[config.mk]
export PLATFORM = sky130hd
export DESIGN_NAME = p1v_reset_seq
export DESIGN_NICKNAME = d
export VERILOG_FILES = /design/src/rtl/p1v_reset_seq.sv
export SDC_FILE = /design/constraint.sdc
export NUM_CORES = 1
export LEC_CHECK = 0
export BUFFER_PORTS_ARGS = -buffer_cell sky130_fd_sc_hd__buf_2
export CORE_ASPECT_RATIO = 1.75
export CORE_MARGIN = 10
export CORE_UTILIZATION = 60
export DETAILED_ROUTE_END_ITERATION = 10
export GPL_TIMING_DRIVEN = 0
export MAX_ROUTING_LAYER = met4
export PLACE_DENSITY = 0.83
export SLEW_MARGIN = 5
export SYNTH_ARGS = -nofsm -noshare
export SYNTH_HDL_FRONTEND = slang
export SYNTH_SLANG_ARGS = --single-unit
export TNS_END_PERCENT = 50
[constraint.sdc]
create_clock -name clk_cog -period 6.69 [get_ports clk_cog]
set_input_delay 1.338 -clock clk_cog [delete_from_list [all_inputs] [get_ports clk_cog]]
set_output_delay 1.338 -clock clk_cog [all_outputs]
set_load 0.01 [all_outputs]
[src/rtl/p1v_reset_seq.sv]
// Reset sequencer: synchronises the reset pin, stretches reset, then releases
// the core and each cog in staggered order. Adds software reset and watchdog.
module p1v_reset_seq #(
    parameter int unsigned SYNC_STAGES    = 2,
    parameter int unsigned STRETCH_CYCLES = 16,
    parameter int unsigned NUMCOGS        = 8,
    parameter int unsigned STAGGER        = 4,
    parameter int unsigned WDT_WIDTH      = 24
) (
    input  logic                 clk_cog,
    input  logic                 inp_resn,
    input  logic                 sw_reset,
    input  logic                 wdt_enable,
    input  logic                 wdt_kick,
    input  logic [WDT_WIDTH-1:0] wdt_timeout,
    output logic                 nres,
    output logic [NUMCOGS-1:0]   cog_resn,
    output logic                 reset_active,
    output logic [1:0]           reset_cause
);

    localparam int unsigned CNT_W  = $clog2(STRETCH_CYCLES) + 1;
    localparam int unsigned SPAN   = (NUMCOGS - 1) * STAGGER;
    localparam int unsigned SCNT_W = $clog2(SPAN + 1) + 1;
    localparam bit          DIRECT = (STAGGER == 0) || (NUMCOGS == 1);
    localparam logic [CNT_W-1:0] CNT_LOAD = CNT_W'(STRETCH_CYCLES - 1);

    localparam logic [1:0] CAUSE_PIN = 2'b01;
    localparam logic [1:0] CAUSE_SW  = 2'b10;
    localparam logic [1:0] CAUSE_WDT = 2'b11;

    typedef enum logic [1:0] {
        ST_RESET   = 2'd0,
        ST_STRETCH = 2'd1,
        ST_STAGGER = 2'd2,
        ST_RUN     = 2'd3
    } state_t;

    state_t                 state_q, state_d;
    logic [SYNC_STAGES-1:0] sync_q;
    logic [CNT_W-1:0]       cnt_q, cnt_d;
    logic [SCNT_W-1:0]      scnt_q, scnt_d;
    logic [WDT_WIDTH-1:0]   wdt_cnt_q, wdt_d;
    logic                   nres_d;
    logic [NUMCOGS-1:0]     cog_d;
    logic                   active_d;
    logic [1:0]             cause_d;
    logic                   wdt_expire;

    // Pin deassertion synchroniser; assertion is asynchronous through the clear
    always_ff @(posedge clk_cog or negedge inp_resn) begin
        if (!inp_resn) begin
            sync_q <= '0;
        end else begin
            sync_q <= {sync_q[SYNC_STAGES-2:0], 1'b1};
        end
    end

    // Watchdog reaches its timeout in RUN without a kick on this cycle
    assign wdt_expire = (state_q == ST_RUN) && wdt_enable && !wdt_kick &&
                        (wdt_timeout != '0) && (wdt_cnt_q == wdt_timeout);

    // State, counters and all registered outputs
    always_ff @(posedge clk_cog or negedge inp_resn) begin
        if (!inp_resn) begin
            state_q      <= ST_RESET;
            cnt_q        <= '0;
            scnt_q       <= '0;
            wdt_cnt_q    <= '0;
            nres         <= 1'b0;
            cog_resn     <= '0;
            reset_active <= 1'b1;
            reset_cause  <= CAUSE_PIN;
        end else begin
            state_q      <= state_d;
            cnt_q        <= cnt_d;
            scnt_q       <= scnt_d;
            wdt_cnt_q    <= wdt_d;
            nres         <= nres_d;
            cog_resn     <= cog_d;
            reset_active <= active_d;
            reset_cause  <= cause_d;
        end
    end

    // Next-state and next-output logic
    always_comb begin
        state_d = state_q;
        cnt_d   = cnt_q;
        scnt_d  = scnt_q;
        wdt_d   = '0;
        nres_d  = nres;
        cog_d   = cog_resn;
        cause_d = reset_cause;

        case (state_q)
            ST_RESET: begin
                nres_d = 1'b0;
                cog_d  = '0;
                if (sync_q[SYNC_STAGES-1]) begin
                    state_d = ST_STRETCH;
                    cnt_d   = CNT_LOAD;
                end
            end
            ST_STRETCH: begin
                if (sw_reset) begin
                    cnt_d = CNT_LOAD;
                end else if (cnt_q == '0) begin
                    nres_d = 1'b1;
                    scnt_d = '0;
                    if (DIRECT) begin
                        cog_d   = '1;
                        state_d = ST_RUN;
                    end else begin
                        cog_d   = NUMCOGS'(1);
                        state_d = ST_STAGGER;
                    end
                end else begin
                    cnt_d = cnt_q - CNT_W'(1);
                end
            end
            ST_STAGGER, ST_RUN: begin
                if (sw_reset || wdt_expire) begin
                    state_d = ST_STRETCH;
                    cnt_d   = CNT_LOAD;
                    nres_d  = 1'b0;
                    cog_d   = '0;
                    cause_d = sw_reset ? CAUSE_SW : CAUSE_WDT;
                end else if (state_q == ST_STAGGER) begin
                    scnt_d = scnt_q + SCNT_W'(1);
                    for (int unsigned i = 0; i < NUMCOGS; i++) begin
                        if (scnt_d == SCNT_W'(i * STAGGER)) begin
                            cog_d[i] = 1'b1;
                        end
                    end
                    if (scnt_d == SCNT_W'(SPAN)) begin
                        state_d = ST_RUN;
                    end
                end else if (wdt_enable && !wdt_kick && (wdt_timeout != '0)) begin
                    wdt_d = wdt_cnt_q + WDT_WIDTH'(1);
                end
            end
            default: begin
                state_d = ST_RESET;
            end
        endcase

        active_d = (state_d != ST_RUN);
    end

endmodule

[After elaboration in Yosys (flattened, before gate mapping)]
Index checks and enable logic that the tools add are counted.
Word-level totals
  logic and storage cells: 112
  register bits: 51
Cells by class
  add/sub/neg operators: 3
  reductions and logical operators: 26
  equality and inequality tests: 28
  multiplexer cells: 39
Operators by type and width (number)
  24-bit two-way mux: 4
  8-bit two-way mux: 4
  4-bit AND reduction: 8
  3-bit inequality test (second input constant): 10
  24-bit by 1-bit adder with 24-bit output (second input constant): 1
  24-bit == test: 1
  6-bit by 5-bit == test with 1-bit output (second input constant): 4
  6-bit two-way mux: 4
  8-bit one-hot mux with 3 select lines: 1
  24-bit nonzero test: 1
  5-bit two-way mux: 4
  5-bit one-hot mux with 3 select lines: 1
  2-bit inequality test (second input constant): 7
  6-bit by 4-bit == test with 1-bit output (second input constant): 2
  1-bit two-way mux: 12
  2-bit two-way mux: 6
  6-bit one-hot mux with 2 select lines: 1
  6-bit by 1-bit adder with 6-bit output (second input constant): 1
  6-bit by 3-bit == test with 1-bit output (second input constant): 1
  1-bit logical AND: 6
  6-bit zero test: 1
  2-bit one-hot mux with 3 select lines: 1
  3-bit AND reduction: 2
  5-bit zero test: 1
  11 further kinds: 12

[Logic depth before layout (Yosys ltp)]
  depth after elaboration: 9
  gate-level depth with buffers: 9
  gate-level depth less buffers: 8

[Worst setup path after synthesis]
No wires, ideal clock.
  path type: in2reg
  start point: in wdt_timeout[0]
  end point: reg scnt_q[0]
  slack: 3.690 ns
  path buffers: 1
  arrival: 2.875 ns
  cell stages on the path: 7
  library setup time: 0.125 ns
  cells stage by stage: xnor2_1 > nand4_1 > or4_4 > o311ai_4 > buf_6 > nor2_4 > mux2_2
On the way
  cells in the longest elaborated chain, start to end: 6
  elaborated cells on any way between the ends: 7
  classes of those cells: 2 x eq/ne; 5 x reduce/logical
RTL lines
  start: declaration: RTL line 15  | input logic [WDT_WIDTH-1:0] wdt_timeout,
  24-bit nonzero test: RTL line 61  | (wdt_timeout != '0) && (wdt_cnt_q == wdt_timeout);
  1-bit logical AND: RTL line 60  | assign wdt_expire = (state_q == ST_RUN) && wdt_enable && !wdt_kick &&
  1-bit logical AND *: RTL line 61
  1-bit logical OR *: RTL line 123  | if (sw_reset || wdt_expire) begin
  2-bit inequality test (no line) *
  5-bit AND reduction (no line) *
  end signal: assignment: RTL line 77  | scnt_q <= scnt_d;
  end: declaration: RTL line 42  | logic [SCNT_W-1:0] scnt_q, scnt_d;
Mark *: on every way between the ends. The rest lies on a longest branch, timed or not.
A chain may end at the register's enable or synchronous reset.

[Worst setup path in the final report]
  start point: in wdt_timeout[21]
  end point: reg cog_resn[4]
On the way
  cells in the longest elaborated chain, start to end: 6
  elaborated cells on any way between the ends: 10
  classes of those cells: 3 x eq/ne; 2 x mux; 5 x reduce/logical
RTL lines
  24-bit nonzero test: RTL line 61
  1-bit logical AND: RTL line 60
  1-bit logical AND *: RTL line 61
  1-bit logical OR *: RTL line 123
  3-bit inequality test (no line) / 8-bit two-way mux (equally long branches)
  4-bit AND reduction (no line) / 8-bit one-hot mux with 3 select lines (equally long branches)
  end signal: assignment: RTL line 80  | cog_resn <= cog_d;
  end: declaration: RTL line 17  | output logic [NUMCOGS-1:0] cog_resn,
Marks and branches as above.

==> results.cfg <==
[die]
die_area_sq_um = 8100
core-area_sq_um = 4670
die_w_um = 72.4
rows = 33
die_h_um = 112
boundaryPins = 41
initial_core_util_pct = 61.9

[timing]
max_freq_mhz = 332
min_period_over_period_pct = 45.0
tightest_slew_ns = 1.09
relSlewSlack_pct = 27.1
slew_viol_final = 0
rsz0062_at_grt = false
min_period_ns = 3.01
finalSetupViolations = 0
hold_viol = 0
skew_ns = 0.00980
tns_ns = 0

[yosys]
synth_top_cell_by_area = dfrtp_1
yosysWarnings = 0
synth_fp_nets = 336
netlist_instances = 299
synthArstFlopShare_pct = 100
synth-seq-cells = 51
synth_cell_types = 51
synth.top_cell.area_share_pct = 42.5
netlist_area_sq_um = 2890
ys_seq_area_share_pct = 44.3
synth_edf_count = 0
avgSynthCellArea_sq_um = 9.66
synthTopCellsByArea = dfrtp_1, xnor2_1, nor2_1, xor2_1, ha_1
ys.flop_type = dfrtp_1

[clock_network]
numCtsBuffers = 5
clock_latency_ns = 0.31
root_buffer = clkbuf_8
cts_sinks = 51
cts_setup_buffers = 0
cts_tree = yes
clk_pin_slew_ns = 0.10
cts_buffer_depth = 2
postCtsHoldBufs = 0
ctsResizeCount = 0
htree_levels = 2

[global_route]
antenna_found_initial = 0
grt_max_degree = 52
grt_usage_pct = 18.3
overflow = 0
grt_pass1_vias = 2652
grt_pass1_wl_mm = 11.9

[power]
vdd_drop_max_uv = 194
leakagePower_nw = 1.45
cellPowerDensity_nw_per_um2 = 223
total_power_mw = 0.734

[drt]
drtAntennaViolNets = 0
routedWlPerCell_um = 17.1
drt_iter0_markers = 102
drc_errors = 0
vias = 2394
viasPerCell = 6.00
drt_pass1_iterations = 4
routed_wl_mm = 6.84

[critical_path]
cp-startpoint = wdt_timeout[21]
cp.arrival_ns = 3.19
cp_num_buf_inv = 2
cpLargestDelayFamily = simple AND/OR/NAND/NOR gates
crit_path_end_kind = register
critPathMaxStageDelay_ns = 0.38
rr_startpoint = state_q[0]
cp_slowest_cell = o311ai_4
worstSetupPathType = input port to register
crit_chain = buf_2 -> xor2_1 -> nor4_1 -> nand3_1 -> o311ai_4 -> and2_2 -> clkbuf_1 -> nor2_1
critPathLaunchType = input port
crit_required_ns = 6.87
worstPathMaxFanout = 7

[finish]
stdcell_count = 399
synthToLayoutAreaGrowth_pct = 13.8
diodes = 0
final_layout_size_suffix_gt1_share_pct = 19.3
filler_cell_count = 382
finalNetCount = 383
design_area_sq_um = 3290
final_util_pct = 70.4

[worst_hold_path]
worstHoldStart = sync_q[0]
holdCritPathClass = register to register

[place]
gp_congestion = 0.977
hpwl_mm = 5.32
placed_cell_area_sq_um = 3150
placed_cells = 391
port_buffers = 40

[flow_run]
cap_viol_max_count = 0

[status]
run_status = complete, no violations
-- state kept, by name, summed over array words and instances, names as in the netlist --
| register | count |
|---|---|
| wdt_cnt_q | 24 |
| cog_resn | 8 |
| scnt_q | 6 |
| cnt_q | 5 |
| reset_cause | 2 |
| state_q | 2 |
| sync_q | 2 |
| nres | 1 |
| reset_active | 1 |
-- cell usage after synthesis, types with 3 or more instances --
library cell,n
dfrtp_1,49
a21oi_1,9
clkbuf_1,4
nor3_1,9
a22o_1,5
nand4_1,9
a21o_1,3
nor2_1,51
xor2_1,21
or3_1,3
xnor2_1,28
ha_1,8
a31oi_1,7
or2_2,3
nand3_1,12
inv_1,9
nand2_1,14
nor2b_1,3
and3_1,7
nor4_1,8
-- power breakdown --
group | switching [mW] | total, mW | internal, mW
clock network | 0.102 | 0.251 | 0.150
registers | 0.00934 | 0.331 | 0.322
logic | 0.0915 | 0.151 | 0.0599
total | 0.203 | 0.734 | 0.531
-- cell usage in the layout, fill, tap and decap left out, types with 3 or more instances in the layout --
cell type  count
a21o_1         3
a21oi_1        9
a22o_1         5
a31oi_1        7
and3_1         7
buf_2         41
clkbuf_1       5
clkbuf_8       5
dfrtp_1       49
ha_1           8
inv_1          9
nand2_1       14
nand3_1       12
nand4_1        9
nor2_1        51
nor2b_1        3
nor3_1         9
nor4_1         8
or2_2          3
or3_1          3
xnor2_1       28
xor2_1        21
-- worst paths after layout --
| kind | slack [ns] | to | cells past startpoint |
|---|---|---|---|
| hold / removal | 0.34 | sync_q[1] | 0 |
| hold reg to reg | 0.34 | sync_q[1] | 0 |
| setup reg to reg | 4.32 | wdt_cnt_q[0] | 9 |
| max in group asynchronous | 4.78 | scnt_q[1] | 1 |
| min in group asynchronous | 1.22 | cnt_q[4] | 1 |
| setup / recovery | 3.68 | cog_resn[4] | 8 |
-- logic make-up (layout without fill, tap and decap cells) --
family / count (synthesis) / in the layout / share of synthesized area (%)
and+or+nand+nor: 128 / 128 / 21.8
DFF: 51 / 51 / 44.3
xor gates and xnor gates: 49 / 49 / 14.9
AOI/OAI and AO/OA: 42 / 42 / 11.5
buffers and inverters: 17 / 65 / 2.77
adders and majority gates: 8 / 8 / 3.47
muxes: 3 / 3 / 1.13
other: 1 / 1 / 0.130
-- metal layers --
metal / GRT usage, % / vias up / wire [um]
met1: 18.7 / 1165 / 2650
met2: 31.2 / 75 / 3600
met3: 2.84 / 27 / 217
li1: - / 1127 / -
met4: 11.1 / 0 / 382
met5: - / - / 0
-- area by class of cell --
| type | count | area [sq um] | area share, % |
|---|---|---|---|
| multi-input combinational | 231 | 1530 | 46.5 |
| sequential | 51 | 1280 | 38.9 |
| timing repair buffer | 40 | 200 | 6.09 |
| clock buffer | 6 | 72.6 | 2.21 |
| tap | 52 | 65.1 | 1.98 |
| clock inverter | 2 | 60.1 | 1.83 |
| buffer | 8 | 46.3 | 1.41 |
| inverter | 9 | 33.8 | 1.03 |
-- through the flow --
step / setup WS (ns) / hold slack [ns]
final: 3.68 / 0.345
after global placement: 3.41 / 0.333
after floorplan: 3.69 / 0.331
after global routing: 3.52 / 0.355
after detailed placement: 3.36 / 0.350
after CTS: 3.68 / 0.354
No activity file was read; power rests on OpenSTA's default activity.
